[src/rtl/biquad_coeff_loader_pkg.sv]
// Shared types for the biquad coefficient loader: FSM state encoding and error codes.
// The READ state exists only when BQLOAD_READBACK_EN is defined.
package bqload_pkg;

   typedef enum logic [2:0] {
      ST_IDLE    = 3'd0,
      ST_FETCH   = 3'd1,
      ST_WRITE   = 3'd2,
      ST_BACKOFF = 3'd3,
`ifdef BQLOAD_READBACK_EN
      ST_READ    = 3'd4,
`endif
      ST_DONE    = 3'd5
   } bqload_state_t;

   localparam logic [2:0] BQLOAD_ERR_NONE     = 3'b000;
   localparam logic [2:0] BQLOAD_ERR_WB       = 3'b001;
   localparam logic [2:0] BQLOAD_ERR_RETRY    = 3'b010;
   localparam logic [2:0] BQLOAD_ERR_TIMEOUT  = 3'b011;
   localparam logic [2:0] BQLOAD_ERR_MISMATCH = 3'b100;

endpackage

[src/rtl/biquad_coeff_loader_if.sv]
// Wishbone initiator/target bundle between the coefficient loader and the biquad pair.
// Signal names keep the initiator-side _o/_i suffixes of the loader's port list.
interface biquad_coeff_loader_if
   import bqload_pkg::*;
#(
   parameter int ADDR_WIDTH = 22,
   parameter int DATA_WIDTH = 32
);
   logic                  wb_cyc_o;
   logic                  wb_stb_o;
   logic                  wb_we_o;
   logic [ADDR_WIDTH-1:0] wb_adr_o;
   logic [DATA_WIDTH-1:0] wb_dat_o;
   logic [3:0]            wb_sel_o;
   logic                  wb_ack_i;
   logic                  wb_err_i;
   logic                  wb_rty_i;
   logic [DATA_WIDTH-1:0] wb_dat_i;

   modport master (
      output wb_cyc_o, wb_stb_o, wb_we_o, wb_adr_o, wb_dat_o, wb_sel_o,
      input  wb_ack_i, wb_err_i, wb_rty_i, wb_dat_i
   );

   modport slave (
      input  wb_cyc_o, wb_stb_o, wb_we_o, wb_adr_o, wb_dat_o, wb_sel_o,
      output wb_ack_i, wb_err_i, wb_rty_i, wb_dat_i
   );
endinterface

[src/rtl/biquad_coeff_loader.sv]
// Wishbone initiator bursting stream-fed coefficient words to consecutive word addresses.
// Define BQLOAD_READBACK_EN to read each word back after its write ack and compare it.
module biquad_coeff_loader
   import bqload_pkg::*;
#(
   parameter int ADDR_WIDTH = 22,
   parameter int DATA_WIDTH = 32,
   parameter int TIMEOUT    = 255,
   parameter int MAX_RETRY  = 3
) (
   input  logic                  wb_clk_i,
   input  logic                  wb_rst_i,
   input  logic                  start_i,
   input  logic [ADDR_WIDTH-1:0] base_adr_i,
   input  logic [7:0]            count_i,
   input  logic [DATA_WIDTH-1:0] coeff_dat_i,
   input  logic                  coeff_valid_i,
   output logic                  coeff_ready_o,
   biquad_coeff_loader_if.master wb,
   output logic                  busy_o,
   output logic                  done_o,
   output logic                  err_o,
   output logic [2:0]            err_code_o,
   output logic [7:0]            words_done_o
);

   bqload_state_t         r_state, w_state_nxt;
   logic [ADDR_WIDTH-1:0] r_base, r_adr, w_off;
   logic [DATA_WIDTH-1:0] r_dat;
   logic [7:0]            r_count, r_words, r_retry, r_tmo, w_cnt_eff;
   logic                  r_cyc, r_we, r_ready, r_busy, r_done, r_err;
   logic [3:0]            r_sel;
   logic [2:0]            r_err_code, w_err_nxt;
   logic                  w_active, w_hs, w_tmo, w_last, w_nxt_cyc;
   logic                  w_err_set, w_wr_ack, w_retry_inc;

`ifdef BQLOAD_READBACK_EN
   logic                  r_rb;
   assign w_active  = (r_state == ST_WRITE) || (r_state == ST_READ);
   assign w_nxt_cyc = (w_state_nxt == ST_WRITE) || (w_state_nxt == ST_READ);
`else
   logic                  w_unused_rd;
   assign w_unused_rd = ^wb.wb_dat_i;
   assign w_active  = (r_state == ST_WRITE);
   assign w_nxt_cyc = (w_state_nxt == ST_WRITE);
`endif

   logic w_unused_base;
   assign w_unused_base = ^base_adr_i[1:0];

   assign w_hs      = (r_state == ST_FETCH) && r_ready && coeff_valid_i;
   assign w_tmo     = (r_tmo >= 8'(TIMEOUT - 1));
   assign w_last    = ((r_words + 8'd1) == r_count);
   assign w_off     = ADDR_WIDTH'({r_words, 2'b00});
   assign w_cnt_eff = (r_state == ST_IDLE) ? count_i : r_count;

   always_ff @(posedge wb_clk_i or posedge wb_rst_i) begin
      if (wb_rst_i) r_state <= ST_IDLE;
      else          r_state <= w_state_nxt;
   end

   always_comb begin
      w_state_nxt = r_state;
      w_err_set   = 1'b0;
      w_err_nxt   = BQLOAD_ERR_NONE;
      w_wr_ack    = 1'b0;
      w_retry_inc = 1'b0;
      if (w_active) begin
         // termination priority err > rty > ack; timeout only when nothing terminated
         if (wb.wb_err_i) begin
            w_state_nxt = ST_DONE;
            w_err_set   = 1'b1;
            w_err_nxt   = BQLOAD_ERR_WB;
         end else if (wb.wb_rty_i) begin
            if (r_retry < 8'(MAX_RETRY)) begin
               w_retry_inc = 1'b1;
               w_state_nxt = ST_BACKOFF;
            end else begin
               w_state_nxt = ST_DONE;
               w_err_set   = 1'b1;
               w_err_nxt   = BQLOAD_ERR_RETRY;
            end
         end else if (wb.wb_ack_i) begin
`ifdef BQLOAD_READBACK_EN
            if (r_state == ST_WRITE) begin
               w_wr_ack    = 1'b1;
               w_state_nxt = ST_READ;
            end else if (wb.wb_dat_i != r_dat) begin
               w_state_nxt = ST_DONE;
               w_err_set   = 1'b1;
               w_err_nxt   = BQLOAD_ERR_MISMATCH;
            end else begin
               w_state_nxt = (r_words == r_count) ? ST_DONE : ST_FETCH;
            end
`else
            w_wr_ack    = 1'b1;
            w_state_nxt = w_last ? ST_DONE : ST_FETCH;
`endif
         end else if (w_tmo) begin
            w_state_nxt = ST_DONE;
            w_err_set   = 1'b1;
            w_err_nxt   = BQLOAD_ERR_TIMEOUT;
         end
      end else begin
         case (r_state)
            ST_IDLE:    if (start_i) w_state_nxt = ST_FETCH;
            // zero-length command passes through FETCH with ready low, so done lands two cycles after start
            ST_FETCH:   if (r_count == 8'd0) w_state_nxt = ST_DONE;
                        else if (w_hs)       w_state_nxt = ST_WRITE;
`ifdef BQLOAD_READBACK_EN
            ST_BACKOFF: w_state_nxt = r_rb ? ST_READ : ST_WRITE;
`else
            ST_BACKOFF: w_state_nxt = ST_WRITE;
`endif
            default:    w_state_nxt = ST_IDLE;
         endcase
      end
   end

   always_ff @(posedge wb_clk_i or posedge wb_rst_i) begin
      if (wb_rst_i) begin
         r_base     <= '0;
         r_adr      <= '0;
         r_dat      <= '0;
         r_count    <= '0;
         r_words    <= '0;
         r_retry    <= '0;
         r_tmo      <= '0;
         r_cyc      <= 1'b0;
         r_we       <= 1'b0;
         r_sel      <= 4'h0;
         r_ready    <= 1'b0;
         r_busy     <= 1'b0;
         r_done     <= 1'b0;
         r_err      <= 1'b0;
         r_err_code <= BQLOAD_ERR_NONE;
      end else begin
         r_cyc   <= w_nxt_cyc;
         r_we    <= (w_state_nxt == ST_WRITE);
         r_sel   <= w_nxt_cyc ? 4'hF : 4'h0;
         r_ready <= (w_state_nxt == ST_FETCH) && (w_cnt_eff != 8'd0);
         r_busy  <= (w_state_nxt != ST_IDLE);
         r_done  <= (w_state_nxt == ST_DONE);
         if ((r_state == ST_IDLE) && start_i) begin
            r_base     <= {base_adr_i[ADDR_WIDTH-1:2], 2'b00};
            r_count    <= count_i;
            r_words    <= '0;
            r_err      <= 1'b0;
            r_err_code <= BQLOAD_ERR_NONE;
         end
         if (w_hs) begin
            r_dat   <= coeff_dat_i;
            r_adr   <= r_base + w_off;
            r_retry <= '0;
         end
         if (w_retry_inc) r_retry <= r_retry + 8'd1;
         if (w_wr_ack)    r_words <= r_words + 8'd1;
         if (w_err_set) begin
            r_err      <= 1'b1;
            r_err_code <= w_err_nxt;
         end
         if (w_nxt_cyc && (w_state_nxt != r_state)) r_tmo <= '0;
         else if (w_active)                         r_tmo <= r_tmo + 8'd1;
      end
   end

`ifdef BQLOAD_READBACK_EN
   // remembers which phase a retry backoff must return to
   always_ff @(posedge wb_clk_i or posedge wb_rst_i) begin
      if (wb_rst_i)                      r_rb <= 1'b0;
      else if (w_state_nxt == ST_READ)   r_rb <= 1'b1;
      else if (w_hs)                     r_rb <= 1'b0;
   end
`endif

   assign wb.wb_cyc_o   = r_cyc;
   assign wb.wb_stb_o   = r_cyc;
   assign wb.wb_we_o    = r_we;
   assign wb.wb_adr_o   = r_adr;
   assign wb.wb_dat_o   = r_dat;
   assign wb.wb_sel_o   = r_sel;
   assign coeff_ready_o = r_ready;
   assign busy_o        = r_busy;
   assign done_o        = r_done;
   assign err_o         = r_err;
   assign err_code_o    = r_err_code;
   assign words_done_o  = r_words;

endmodule
[src/flat_wrapper.sv]
// flat-port wrapper written by rule: the top's interface ports become plain ports
module biquad_coeff_loader_flat import bqload_pkg::*;
#(
   parameter int ADDR_WIDTH = 22,
   parameter int DATA_WIDTH = 32,
   parameter int TIMEOUT    = 255,
   parameter int MAX_RETRY  = 3
)
  (wb_clk_i, wb_rst_i, start_i, base_adr_i, count_i, coeff_dat_i, coeff_valid_i, coeff_ready_o, busy_o, done_o, err_o, err_code_o, words_done_o, wb_wb_cyc_o, wb_wb_stb_o, wb_wb_we_o, wb_wb_adr_o, wb_wb_dat_o, wb_wb_sel_o, wb_wb_ack_i, wb_wb_err_i, wb_wb_rty_i, wb_wb_dat_i);
  biquad_coeff_loader_if #(.ADDR_WIDTH(ADDR_WIDTH), .DATA_WIDTH(DATA_WIDTH)) wb_i ();
  input  logic wb_clk_i;
  input  logic wb_rst_i;
  input  logic start_i;
  input  logic [ADDR_WIDTH-1:0] base_adr_i;
  input  logic [7:0] count_i;
  input  logic [DATA_WIDTH-1:0] coeff_dat_i;
  input  logic coeff_valid_i;
  output logic coeff_ready_o;
  output logic busy_o;
  output logic done_o;
  output logic err_o;
  output logic [2:0] err_code_o;
  output logic [7:0] words_done_o;
  output wire logic [$bits(wb_i.wb_cyc_o)-1:0] wb_wb_cyc_o;
  output wire logic [$bits(wb_i.wb_stb_o)-1:0] wb_wb_stb_o;
  output wire logic [$bits(wb_i.wb_we_o)-1:0] wb_wb_we_o;
  output wire logic [$bits(wb_i.wb_adr_o)-1:0] wb_wb_adr_o;
  output wire logic [$bits(wb_i.wb_dat_o)-1:0] wb_wb_dat_o;
  output wire logic [$bits(wb_i.wb_sel_o)-1:0] wb_wb_sel_o;
  input wire logic [$bits(wb_i.wb_ack_i)-1:0] wb_wb_ack_i;
  input wire logic [$bits(wb_i.wb_err_i)-1:0] wb_wb_err_i;
  input wire logic [$bits(wb_i.wb_rty_i)-1:0] wb_wb_rty_i;
  input wire logic [$bits(wb_i.wb_dat_i)-1:0] wb_wb_dat_i;
  assign wb_wb_cyc_o = wb_i.wb_cyc_o;
  assign wb_wb_stb_o = wb_i.wb_stb_o;
  assign wb_wb_we_o = wb_i.wb_we_o;
  assign wb_wb_adr_o = wb_i.wb_adr_o;
  assign wb_wb_dat_o = wb_i.wb_dat_o;
  assign wb_wb_sel_o = wb_i.wb_sel_o;
  assign wb_i.wb_ack_i = wb_wb_ack_i;
  assign wb_i.wb_err_i = wb_wb_err_i;
  assign wb_i.wb_rty_i = wb_wb_rty_i;
  assign wb_i.wb_dat_i = wb_wb_dat_i;
  biquad_coeff_loader #(.ADDR_WIDTH(ADDR_WIDTH), .DATA_WIDTH(DATA_WIDTH), .TIMEOUT(TIMEOUT), .MAX_RETRY(MAX_RETRY)) u_core (.wb_clk_i(wb_clk_i), .wb_rst_i(wb_rst_i), .start_i(start_i), .base_adr_i(base_adr_i), .count_i(count_i), .coeff_dat_i(coeff_dat_i), .coeff_valid_i(coeff_valid_i), .coeff_ready_o(coeff_ready_o), .wb(wb_i), .busy_o(busy_o), .done_o(done_o), .err_o(err_o), .err_code_o(err_code_o), .words_done_o(words_done_o));
endmodule
[config.mk]
export PLATFORM = sky130hd
export DESIGN_NAME = biquad_coeff_loader_flat
export DESIGN_NICKNAME = d
export VERILOG_FILES = /design/src/rtl/biquad_coeff_loader_pkg.sv /design/src/rtl/biquad_coeff_loader_if.sv /design/src/rtl/biquad_coeff_loader.sv /design/src/flat_wrapper.sv
export SDC_FILE = /design/constraint.sdc
export NUM_CORES = 1
export LEC_CHECK = 0
export CAP_MARGIN = 40
export CELL_PAD_IN_SITES_DETAIL_PLACEMENT = 0
export CELL_PAD_IN_SITES_GLOBAL_PLACEMENT = 1
export CORE_ASPECT_RATIO = 1.25
export CORE_MARGIN = 3
export CORE_UTILIZATION = 34
export CTS_CLUSTER_DIAMETER = 150
export DETAILED_ROUTE_END_ITERATION = 16
export PLACE_DENSITY_LB_ADDON = 0.12
export SETUP_SLACK_MARGIN = 0.05
export SLEW_MARGIN = 10
export SYNTH_ARGS = -nofsm -noshare
export SYNTH_HDL_FRONTEND = slang
export SYNTH_SLANG_ARGS = --single-unit
[constraint.sdc]
create_clock -name wb_clk_i -period 5.5 [get_ports wb_clk_i]
set_input_delay 1.375 -clock wb_clk_i [delete_from_list [all_inputs] [get_ports wb_clk_i]]
set_output_delay 1.375 -clock wb_clk_i [all_outputs]
set_load 0.03 [all_outputs]
* After elaboration in Yosys (flattened, before gate mapping) *
Cells that the tools add are included.

cells by class
  $add $sub $neg = 4
  order comparisons = 2
  multiplexer cells = 43
  equal/unequal tests = 8
  reductions and logical operators = 13

operator list
  kind                                                count
  two-way mux 8 bit                                   7
  two-way mux 3 bit                                   16
  adder 8 x 1 -> 8 bit, second input constant         3
  adder 22 x 10 -> 22 bit                             1
  two-way mux 1 bit                                   16
  == test 3 x 2 -> 1 bit, second input constant       3
  one-hot mux 3 bit (3 select lines)                  1
  == test 8 bit                                       1
  >= comparator 8 bit, second input constant          1
  zero test 8 bit                                     1
  < comparator 8 x 2 -> 1 bit, second input constant  1
  nonzero test 2 bit                                  4
  nonzero test 8 bit                                  1
  == test 3 x 1 -> 1 bit, second input constant       2
  logical AND 1 bit                                   5
  two-way mux 2 bit                                   2
  two-way mux 4 bit                                   1
  == test 3 bit, second input constant                1
  zero test 3 bit                                     1
  != test 3 bit                                       1
  nonzero test 3 bit                                  1

word-level totals
  word-level logic and storage cells = 85
  bits in registers = 121

* Longest topological paths before layout *
Gate-level depths: netlist of run 1.

  depth in word-level cells = 10
  gate-level depth with buffers = 8

* Worst setup path after synthesis of run 1 *
OpenSTA, ideal clock, no wires.

  path type = input -> register
  from = input port wb_wb_err_i
  to = register u_core.r_ready (netlist: u_core.coeff_ready_o)
  setup time = 0.132 ns
  cell stages on the path = 5
  arrival time = 2.394 ns
  slack = 2.974 ns
  cell sequence = nor4b_2 > nand4_1 > nand2_1 > nor2_1 > nor4b_1

between the ends
  cells in the longest elaborated chain, start to end = 4

RTL lines
  element                 line                        source
  start, declared         flat_wrapper.sv:31          input wire logic [$bits(wb_i.wb_err_i)-1:0] wb_wb_err_i;
  two-way mux 3 bit       biquad_coeff_loader.sv:70   if (wb.wb_err_i) begin
  two-way mux 3 bit       biquad_coeff_loader.sv:68   if (w_active) begin
  == test 3 x 1 -> 1 bit  biquad_coeff_loader.sv:141  r_ready <= (w_state_nxt == ST_FETCH) && (w_cnt_eff != 8'd0);
  logical AND 1 bit       biquad_coeff_loader.sv:141
  end signal, assigned    biquad_coeff_loader.sv:141
  end, declared           biquad_coeff_loader.sv:31   logic r_cyc, r_we, r_ready, r_busy, r_done, r_err;

No other way between the ends.
A chain may end at the register's enable or synchronous reset.

* Worst setup path in the final report of run 1 *
  from = register u_core.r_words[5] (netlist: u_core.words_done_o[5])
  to = output port words_done_o[5]

RTL lines
  element                 line                        source
  start, declared         biquad_coeff_loader.sv:30   logic [7:0] r_count, r_words, r_retry, r_tmo, w_cnt_eff;
  start signal, assigned  biquad_coeff_loader.sv:157  if (w_wr_ack) r_words <= r_words + 8'd1;
  end, declared           flat_wrapper.sv:23          output logic [7:0] words_done_o;

No word-level cell between the ends.

==> results of run 1 <==
through the flow:
step,utilization [%],std cells,setup WS (ps),area [um^2],hold slack [ps]
after floorplan,-,554,1110,5390,450
after global placement,45.4,876,2080,6930,458
after detailed placement,45.5,877,2030,6940,461
after CTS,49.8,909,2390,7610,475
after global routing,49.8,909,2300,7610,495
final,49.8,909,2420,7610,471
cell usage after synthesis, drive strengths merged, types with 8 or more instances:
library cell / n / area, um^2
dfrtp: 114 / 2850
and2: 8 / 50.1
mux2: 19 / 218
and3: 8 / 50.1
clkbuf: 16 / 60.1
buf: 15 / 104
nand2: 164 / 616
a21oi: 12 / 63.8
o21ai: 40 / 200
nand3: 9 / 45.0
xor2: 20 / 175
inv: 12 / 45.0
xnor2: 12 / 105
ha: 12 / 150
nor2: 15 / 56.3
kinds of logic after synthesis:
kind of cell	count (synthesis)	synth area share [%]
adder cells (fa/ha/maj)	13	3.16
XOR/XNOR	32	5.21
AND/OR/NAND/NOR	240	19.7
AO/OA/AOI/OAI	89	10.7
flip-flops	114	53.0
buffers and inverters	43	3.88
other	1	0.0697
multiplexers	20	4.23
path summary, 6_finish.rpt:
kind | start | end | cells after the start | slack [ps]
worst max-delay path | u_core.words_done_o[5] | words_done_o[5] | 1 | 2420
worst min-delay path | u_core.wb.wb_dat_o[26] | u_core.wb.wb_dat_o[26] | 2 | 470
worst max register to register | u_core.words_done_o[0] | u_core.wb.wb_adr_o[20] | 8 | 2860
worst min register to register | u_core.wb.wb_dat_o[26] | u_core.wb.wb_dat_o[26] | 2 | 470
max in group asynchronous | wb_rst_i | u_core.r_base[5] | 3 | 3180
min in group asynchronous | wb_rst_i | u_core.wb.wb_dat_o[20] | 2 | 1410
cell type report:
| type | instances | area (um^2) |
|---|---|---|
| well taps | 208 | 260 |
| repair buffers | 146 | 1450 |
| clock inverters | 9 | 175 |
| inverters | 12 | 47.5 |
| clock buffers | 23 | 488 |
| flip-flops and latches | 114 | 2850 |
| fillers | 1446 | 7660 |
| multi-input cells | 397 | 2330 |
where the power goes:
| group | switching, mW | internal (mW) | leakage (nW) |
|---|---|---|---|
| logic | 0.942 | 0.702 | 1.67 |
| clock network | 0.378 | 0.850 | 0.319 |
| registers | 0.234 | 1.16 | 1.46 |
| total | 1.55 | 2.71 | 3.45 |
flip-flops by register name (all words and copies together), names as in the netlist:
register / flops
u_core.wb.wb_sel_o: 1
u_core.wb.wb_dat_o: 32
u_core.words_done_o: 8
u_core.r_base: 20
u_core.done_o: 1
u_core.r_retry: 8
u_core.r_count: 8
u_core.busy_o: 1
u_core.coeff_ready_o: 1
u_core.r_tmo: 8
u_core.err_code_o: 2
u_core.wb.wb_adr_o: 20
u_core.r_state: 3
u_core.err_o: 1
routing by layer:
metal	global-route usage, %	vias to the layer above	wire length (um)	part of all wire, %
li1	-	2145	-	-
met2	28.1	105	6860	50
met3	5.81	22	789	5.7
met1	19.5	2043	5820	42
met5	0	-	0	0
met4	6.26	0	280	2.0
==> impl_metrics.env, run 1 <==
export IMPL_outcome="finished clean"
export IMPL_layout_common_cells="nand2_1 (164), clkdlybuf4s50_1 (139), dfrtp_1 (114)"
export IMPL_fin_skew_ps=9.68
export IMPL_routed_via_density=4.75
export IMPL_cp_max_fo=10
export IMPL_path_clk_slew_ps=50
export IMPL_final_layout_size_suffix_gt1_share_pct=9.56
export IMPL_finalCriticalPeriod_ps=3080
export IMPL_coreArea_um2=15300
export IMPL_grt_first_pass_wirelength_um=23200
export IMPL_postRouteAntennaNets=0
export IMPL_io_pins=177
export IMPL_root_buffer="clkbuf_16"
export IMPL_p_leak_nw=3.45
export IMPL_cts_buffer_depth=2
export IMPL_dr_pass1_iters=6
export IMPL_die_w_um=119
export IMPL_hold_class="reg2reg"
export IMPL_place_gp_congestion=0.802
export IMPL_drc_errors=0
export IMPL_routed_wl_um=13800
export IMPL_cts_resized=0
export IMPL_avgRoutedWirePerCell_um=15.1
export IMPL_io_buffers=139
export IMPL_startpoint_type="register"
export IMPL_dp_hpwl_um=10000
export IMPL_postSynthCellCount=552
export IMPL_die_area_um2=17400
export IMPL_cts_sinks=114
export IMPL_nets=802
export IMPL_antenna_found_initial=0
export IMPL_grt_overflow=0
export IMPL_die_h_um=147
export IMPL_fin_tns_setup_ps=0
export IMPL_initial_core_util_pct=35.3
export IMPL_worst_pin_slew_ps=661
export IMPL_drv_cap=0
export IMPL_relSlewSlack_pct=55.9
export IMPL_first_global_vias=4600
export IMPL_final_common_cell="nand2_1"
export IMPL_synth_seq_cells=114
export IMPL_totalPowerFinal_mw=4.26
export IMPL_ys_warn_count=0
export IMPL_cts_tree="yes"
export IMPL_finalHoldViolCount=0
export IMPL_synth_cell_types=56
export IMPL_crit_family="buffers and inverters"
export IMPL_insertion_delay_ps=420
export IMPL_avgSynthCellArea_um2=9.75
export IMPL_worstSetupEndpointType="output port"
export IMPL_post_route_period_util_pct=55.9
export IMPL_crit_arrival_ps=1700
export IMPL_syn_to_final_growth_pct=41.3
export IMPL_worstSetupPathType="reg2out"
export IMPL_worst_path_max_delay_cell="clkdlybuf4s50_1"
export IMPL_finalSetupViolCount=0
export IMPL_cts_setup_buffers=0
export IMPL_synth_flop_cell="dfrtp_1"
export IMPL_maxSlewViolCount=0
export IMPL_synth_async_sr_flop_share_pct=100
export IMPL_track_usage_pct=16.6
export IMPL_rows=50
export IMPL_diodes=0
export IMPL_postCtsHoldBufs=0
export IMPL_num_vias=4315
export IMPL_synth_seq_area_share_pct=53.0
export IMPL_drt_iter0_markers=211
export IMPL_cpPeakStageDelay_ps=750
export IMPL_synth_edf_count=0
export IMPL_irDropWorstVdd_mv=0.364
export IMPL_netlist_area_um2=5380
export IMPL_crit_chain="clkdlybuf4s50_1"
export IMPL_cts_buffers=17
export IMPL_critPathBufInv=1
export IMPL_p_per_area_nw_per_um2=560
export IMPL_grt_max_degree=53
export IMPL_timing_fmax_mhz=325
export IMPL_cts_htree_levels=4
export IMPL_required_ps=4120
export IMPL_rsz0062_at_grt="false"
(Power assumes the default switching activity.)
==> run 2: changes to the inputs <==
==> constraint.sdc (replaced) <==
create_clock -name wb_clk_i -period 3.1 [get_ports wb_clk_i]
set_input_delay 0.775 -clock wb_clk_i [delete_from_list [all_inputs] [get_ports wb_clk_i]]
set_output_delay 0.775 -clock wb_clk_i [all_outputs]
set_load 0.03 [all_outputs]
==> impl_metrics.env, run 2 (same netlist as run 1, synthesis figures left out) <==
export IMPL_outcome="finished clean"
export IMPL_cp_startpoint="u_core.words_done_o[0]"
export IMPL_post_route_period_util_pct=80.8
export IMPL_worstSetupEndpointType="register"
export IMPL_postRouteAntennaNets=0
export IMPL_dr_pass1_iters=4
export IMPL_cts_resized=0
export IMPL_insertion_delay_ps=410
export IMPL_diodes=0
export IMPL_rows=50
export IMPL_worstSetupPathDepth=6
export IMPL_dp_hpwl_um=10200
export IMPL_drc_errors=0
export IMPL_finalSetupViolCount=0
export IMPL_worst_path_max_delay_cell="a2111oi_0"
export IMPL_io_buffers=139
export IMPL_p_int_mw=4.84
export IMPL_maxSlewViolCount=0
export IMPL_die_h_um=147
export IMPL_cts_sinks=114
export IMPL_reg2reg_depth=6
export IMPL_routed_via_density=4.75
export IMPL_path_clk_slew_ps=50
export IMPL_clock_power_share_pct=29.0
export IMPL_crit_family="compound AO/OA/AOI/OAI gates"
export IMPL_p_per_area_nw_per_um2=986
export IMPL_rsz0062_at_grt="false"
export IMPL_timing_fmax_mhz=399
export IMPL_num_vias=4341
export IMPL_syn_to_final_growth_pct=43.0
export IMPL_cp_endpoint="u_core.coeff_ready_o"
export IMPL_die_area_um2=17400
export IMPL_coreArea_um2=15300
export IMPL_antenna_found_initial=0
export IMPL_drv_cap=0
export IMPL_crit_chain="ha_1 -> nand3_1 -> or3_1 -> a2111oi_0 -> o2111a_1 -> nor4b_1"
export IMPL_required_ps=3390
export IMPL_p_switching_mw=2.74
export IMPL_cts_buffer_depth=2
export IMPL_cp_max_fo=8
export IMPL_cts_buffers=17
export IMPL_track_usage_pct=16.6
export IMPL_cts_tree="yes"
export IMPL_reg2reg_slack_ps=600
export IMPL_r2r_end="u_core.coeff_ready_o"
export IMPL_crit_arrival_ps=2790
export IMPL_fin_tns_setup_ps=0
export IMPL_finalHoldViolCount=0
export IMPL_grt_overflow=0
export IMPL_root_buffer="clkbuf_16"
export IMPL_grt_max_degree=36
export IMPL_fin_cells=914
export IMPL_worst_pin_slew_ps=724
export IMPL_worstSetupPathType="reg2reg"
export IMPL_switching_share_pct=36.1
export IMPL_irDropWorstVdd_mv=0.565
export IMPL_setup_ws_ps=597
export IMPL_cpPeakStageDelay_ps=550
export IMPL_avgRoutedWirePerCell_um=15.1
export IMPL_finalCriticalPeriod_ps=2500
export IMPL_nets=807
export IMPL_postCtsHoldBufs=0
export IMPL_die_w_um=119
export IMPL_relSlewSlack_pct=51.6
export IMPL_grt_first_pass_wirelength_um=23000
export IMPL_layout_common_cells="nand2_1 (164), clkdlybuf4s50_1 (139), dfrtp_1 (114)"
export IMPL_hold_class="reg2reg"
export IMPL_place_ws_ps=280
export IMPL_final_layout_size_suffix_gt1_share_pct=10.3
export IMPL_r2r_start="u_core.words_done_o[0]"
export IMPL_critPathBufInv=0
export IMPL_post_place_cells=882
export IMPL_cts_setup_buffers=0
export IMPL_p_seq_share_pct=32.4
export IMPL_startpoint_type="register"
export IMPL_first_global_vias=4518
export IMPL_comb_power_share_pct=38.6
export IMPL_largest_reg_flops=32
export IMPL_initial_core_util_pct=35.3
export IMPL_fin_skew_ps=10.9
export IMPL_place_gp_congestion=0.839
export IMPL_min_from="u_core.wb.wb_dat_o[14]"
export IMPL_io_pins=177
export IMPL_final_common_cell="nand2_1"
export IMPL_p_leak_nw=3.50
export IMPL_drt_iter0_markers=159
export IMPL_routed_wl_um=13800
export IMPL_cts_htree_levels=4
-- run 2: final cells by class --
cell class | instances | area (um^2)
Clock inverter | 9 | 174
Sequential cell | 114 | 2850
Timing Repair Buffer | 151 | 1530
Multi-Input combinational cell | 397 | 2330
Clock buffer | 23 | 498
Tap cell | 208 | 260
Fill cell | 1483 | 7570
Inverter | 12 | 48.8
-- run 2: power by group through the flow --
stage / clock network [mW] / logic [mW] / registers (mW)
3_3_place_gp: 0 / 2.93 / 2.46
5_1_grt: 2.33 / 3.20 / 2.55
4_1_cts: 2.26 / 2.98 / 2.46
6_report: 2.20 / 2.93 / 2.46
3_5_place_dp: 0 / 2.97 / 2.48
2_1_floorplan: 0 / 1.23 / 3.05
-- run 2: worst min-delay path by stage --
stage / to / slack (ps) / depth (start not counted)
6_report: u_core.wb.wb_dat_o[14] / 470 / 2
5_1_grt: u_core.wb.wb_dat_o[11] / 500 / 2
4_1_cts: u_core.wb.wb_dat_o[30] / 480 / 2
3_5_place_dp: u_core.wb.wb_dat_o[28] / 460 / 2
3_3_place_gp: u_core.wb.wb_dat_o[14] / 460 / 2
2_1_floorplan: u_core.r_base[2] / 450 / 2
-- run 2: tightest hold or removal path, delay by kind of cell (launching register included) --
kind	cells	cell delay [ps]
and+or+nand+nor	2	100
DFF	1	340
-- run 2: metrics by stage --
stage | utilization, % | total power [mW] | instance area, um^2 | hold WS (ps)
floorplan | - | 4.29 | 5400 | 450
global placement | 46.0 | 5.40 | 7030 | 460
detailed placement | 46.0 | 5.45 | 7030 | 461
CTS | 50.4 | 7.70 | 7700 | 480
global route | 50.4 | 8.08 | 7700 | 498
finish | 50.4 | 7.59 | 7700 | 474
-- run 2: per-layer routing --
layer	global-route usage (%)	wire length, um	vias to the layer above
met4	6.67	223	0
met5	0	0	-
li1	-	-	2158
met2	28.3	7050	97
met1	19.8	5840	2071
met3	4.58	661	15
==> run 3: changes to the inputs <==
--- a/config.mk
+++ b/config.mk
@@ -10,7 +10,7 @@
 export CELL_PAD_IN_SITES_GLOBAL_PLACEMENT = 1
 export CORE_ASPECT_RATIO = 1.25
 export CORE_MARGIN = 3
-export CORE_UTILIZATION = 34
+export CORE_UTILIZATION = 31
 export CTS_CLUSTER_DIAMETER = 150
 export DETAILED_ROUTE_END_ITERATION = 16
 export PLACE_DENSITY_LB_ADDON = 0.12
==> constraint.sdc (replaced) <==
create_clock -name wb_clk_i -period 2.14 [get_ports wb_clk_i]
set_input_delay 0.535 -clock wb_clk_i [delete_from_list [all_inputs] [get_ports wb_clk_i]]
set_output_delay 0.535 -clock wb_clk_i [all_outputs]
set_load 0.03 [all_outputs]
==> impl_metrics.env, run 3 (same netlist as run 1, synthesis figures left out) <==
export IMPL_required_ps=2430
export IMPL_layout_common_cells="nand2_1 (164), clkdlybuf4s50_1 (123), dfrtp_1 (110)"
export IMPL_drt_iter0_markers=196
export IMPL_grt_max_degree=63
export IMPL_final_layout_size_suffix_gt1_share_pct=15.3
export IMPL_rsz0062_at_grt="true"
export IMPL_post_route_period_util_pct=97.3
export IMPL_postRouteAntennaNets=0
export IMPL_insertion_delay_ps=410
export IMPL_drv_cap=0
export IMPL_r2r_start="u_core.r_base[6]"
export IMPL_cp_max_fo=5
export IMPL_wl_met3_um=758
export IMPL_diodes=0
export IMPL_cts_sinks=114
export IMPL_worst_pin_slew_ps=611
export IMPL_irDropWorstVdd_mv=0.693
export IMPL_worst_path_max_delay_cell="or4_4"
export IMPL_avgRoutedWirePerCell_um=15.2
export IMPL_rows=53
export IMPL_crit_arrival_ps=2370
export IMPL_finalCriticalPeriod_ps=2080
export IMPL_outcome="finished clean"
export IMPL_critPathBufInv=0
export IMPL_die_area_um2=19000
export IMPL_cp_endpoint="u_core.wb.wb_adr_o[19]"
export IMPL_cpPeakStageDelay_ps=480
export IMPL_grt_overflow=0
export IMPL_nets=827
export IMPL_dp_hpwl_um=10500
export IMPL_hold_class="reg2reg"
export IMPL_worstSetupPathDepth=6
export IMPL_final_common_cell="nand2_1"
export IMPL_antenna_found_initial=0
export IMPL_initial_core_util_pct=31.8
export IMPL_io_buffers=139
export IMPL_die_h_um=153
export IMPL_final_fill_count=1619
export IMPL_wl_met2_um=7490
export IMPL_io_pins=177
export IMPL_p_per_area_nw_per_um2=1390
export IMPL_root_buffer="clkbuf_16"
export IMPL_p_leak_nw=3.69
export IMPL_multi_input_area_um2=2450
export IMPL_wl_met1_um=5910
export IMPL_worstSetupPathType="reg2reg"
export IMPL_fin_skew_ps=7.60
export IMPL_cts_htree_levels=4
export IMPL_maxSlewViolCount=0
export IMPL_relSlewSlack_pct=59.3
export IMPL_finalSetupViolCount=0
export IMPL_routed_wl_um=14400
export IMPL_syn_to_final_growth_pct=47.5
export IMPL_die_w_um=124
export IMPL_grt_first_pass_wirelength_um=22900
export IMPL_dr_pass1_iters=4
export IMPL_r2r_end="u_core.wb.wb_adr_o[19]"
export IMPL_track_usage_pct=15.6
export IMPL_fin_area_um2=7940
export IMPL_coreArea_um2=16900
export IMPL_ff_latch_area_um2=2860
export IMPL_reg2reg_slack_ps=60
export IMPL_reg2reg_depth=6
export IMPL_placed_cell_area_um2=7200
export IMPL_cts_buffer_depth=2
export IMPL_crit_family="simple AND/OR/NAND/NOR gates"
export IMPL_worstSetupEndpointType="register"
export IMPL_fin_hold_ws_ps=470
export IMPL_largest_reg_flops=32
export IMPL_first_global_vias=4437
export IMPL_startpoint_type="register"
export IMPL_num_vias=4387
export IMPL_routed_via_density=4.64
export IMPL_finalHoldViolCount=0
export IMPL_routed_top_layer="met4"
export IMPL_timing_fmax_mhz=480
export IMPL_crit_chain="ha_4 -> a21o_4 -> or4_4 -> o2111ai_4 -> xnor2_2 -> mux2_4"
export IMPL_cp_startpoint="u_core.r_base[6]"
export IMPL_fin_tns_setup_ps=0
export IMPL_path_clk_slew_ps=50
export IMPL_drc_errors=0
export IMPL_postCtsHoldBufs=0
export IMPL_place_gp_congestion=0.804
export IMPL_cts_tree="yes"
export IMPL_cts_buffers=17
## run 3: cell types whose count changed in the layout (fill, tap and decap cells not counted), moves of 4 or more
cell / change
buf_4: +18
clkdlybuf4s50_1: -16
dfrtp_1: -4
dfrtp_2: +4
dlygate4sd2_1: +13
ha_1: -4
## run 3: through the flow
| stage | setup WS (ps) | cells | total power, mW | util (%) |
|---|---|---|---|---|
| after floorplan | 40.3 | 554 | 6.23 | - |
| after global placement | -113 | 911 | 7.92 | 42.6 |
| after detailed placement | -127 | 911 | 8.01 | 42.6 |
| after CTS | 34.5 | 943 | 11.1 | 46.4 |
| after global routing | 5.88 | 946 | 11.7 | 47.0 |
| final | 58.1 | 946 | 11.0 | 47.0 |
## run 3: worst register-to-register path, cell delays in order, from the launching register on
cell and delay, ps:
dfrtp_1 410, ha_4 260, a21o_4 230, or4_4 480, o2111ai_4 220, xnor2_2 110
mux2_4 260
## run 3: how the worst min path moves through the flow
stage                                start                      to  slack, ps  depth (start not counted)
floorplan                 u_core.r_base[2]        u_core.r_base[2]        450                          2
global placement    u_core.wb.wb_dat_o[27]  u_core.wb.wb_dat_o[27]        460                          2
detailed placement  u_core.wb.wb_dat_o[10]  u_core.wb.wb_dat_o[10]        460                          2
CTS                 u_core.wb.wb_dat_o[10]  u_core.wb.wb_dat_o[10]        480                          2
global route        u_core.wb.wb_dat_o[19]  u_core.wb.wb_dat_o[19]        490                          2
finish              u_core.wb.wb_dat_o[10]  u_core.wb.wb_dat_o[10]        470                          2
## run 3: timing repair
action | CTS | global route
gates cloned | 0 | 1
endpoints found under the setup margin | 24 | 18
resized for setup | 17 | 20
endpoints found under the hold margin | 0 | 0
pin swaps | 2 | 6
buffers inserted | 0 | 2
## run 3: where the power goes
| group | switching (mW) | internal, mW | leakage, nW | total, mW |
|---|---|---|---|---|
| Combinational | 2.48 | 1.89 | 1.93 | 4.37 |
| Sequential | 0.592 | 2.97 | 1.45 | 3.57 |
| Clock | 0.971 | 2.12 | 0.310 | 3.09 |
## run 3: cell type report
type                       count  share of cell area (%)
sequential                   114                    36.0
clock inverter                10                    2.27
timing repair buffer         170                    21.0
multi-input combinational    398                    30.8
inverter                      12                   0.614
tap                          220                    3.47
clock buffer                  22                    5.84
## run 3: per-layer routing
layer	GRT usage (%)	vias up
met3	4.89	18
met4	5.65	0
met2	26.2	88
met1	18.5	2081
met5	0	-
li1	-	2200
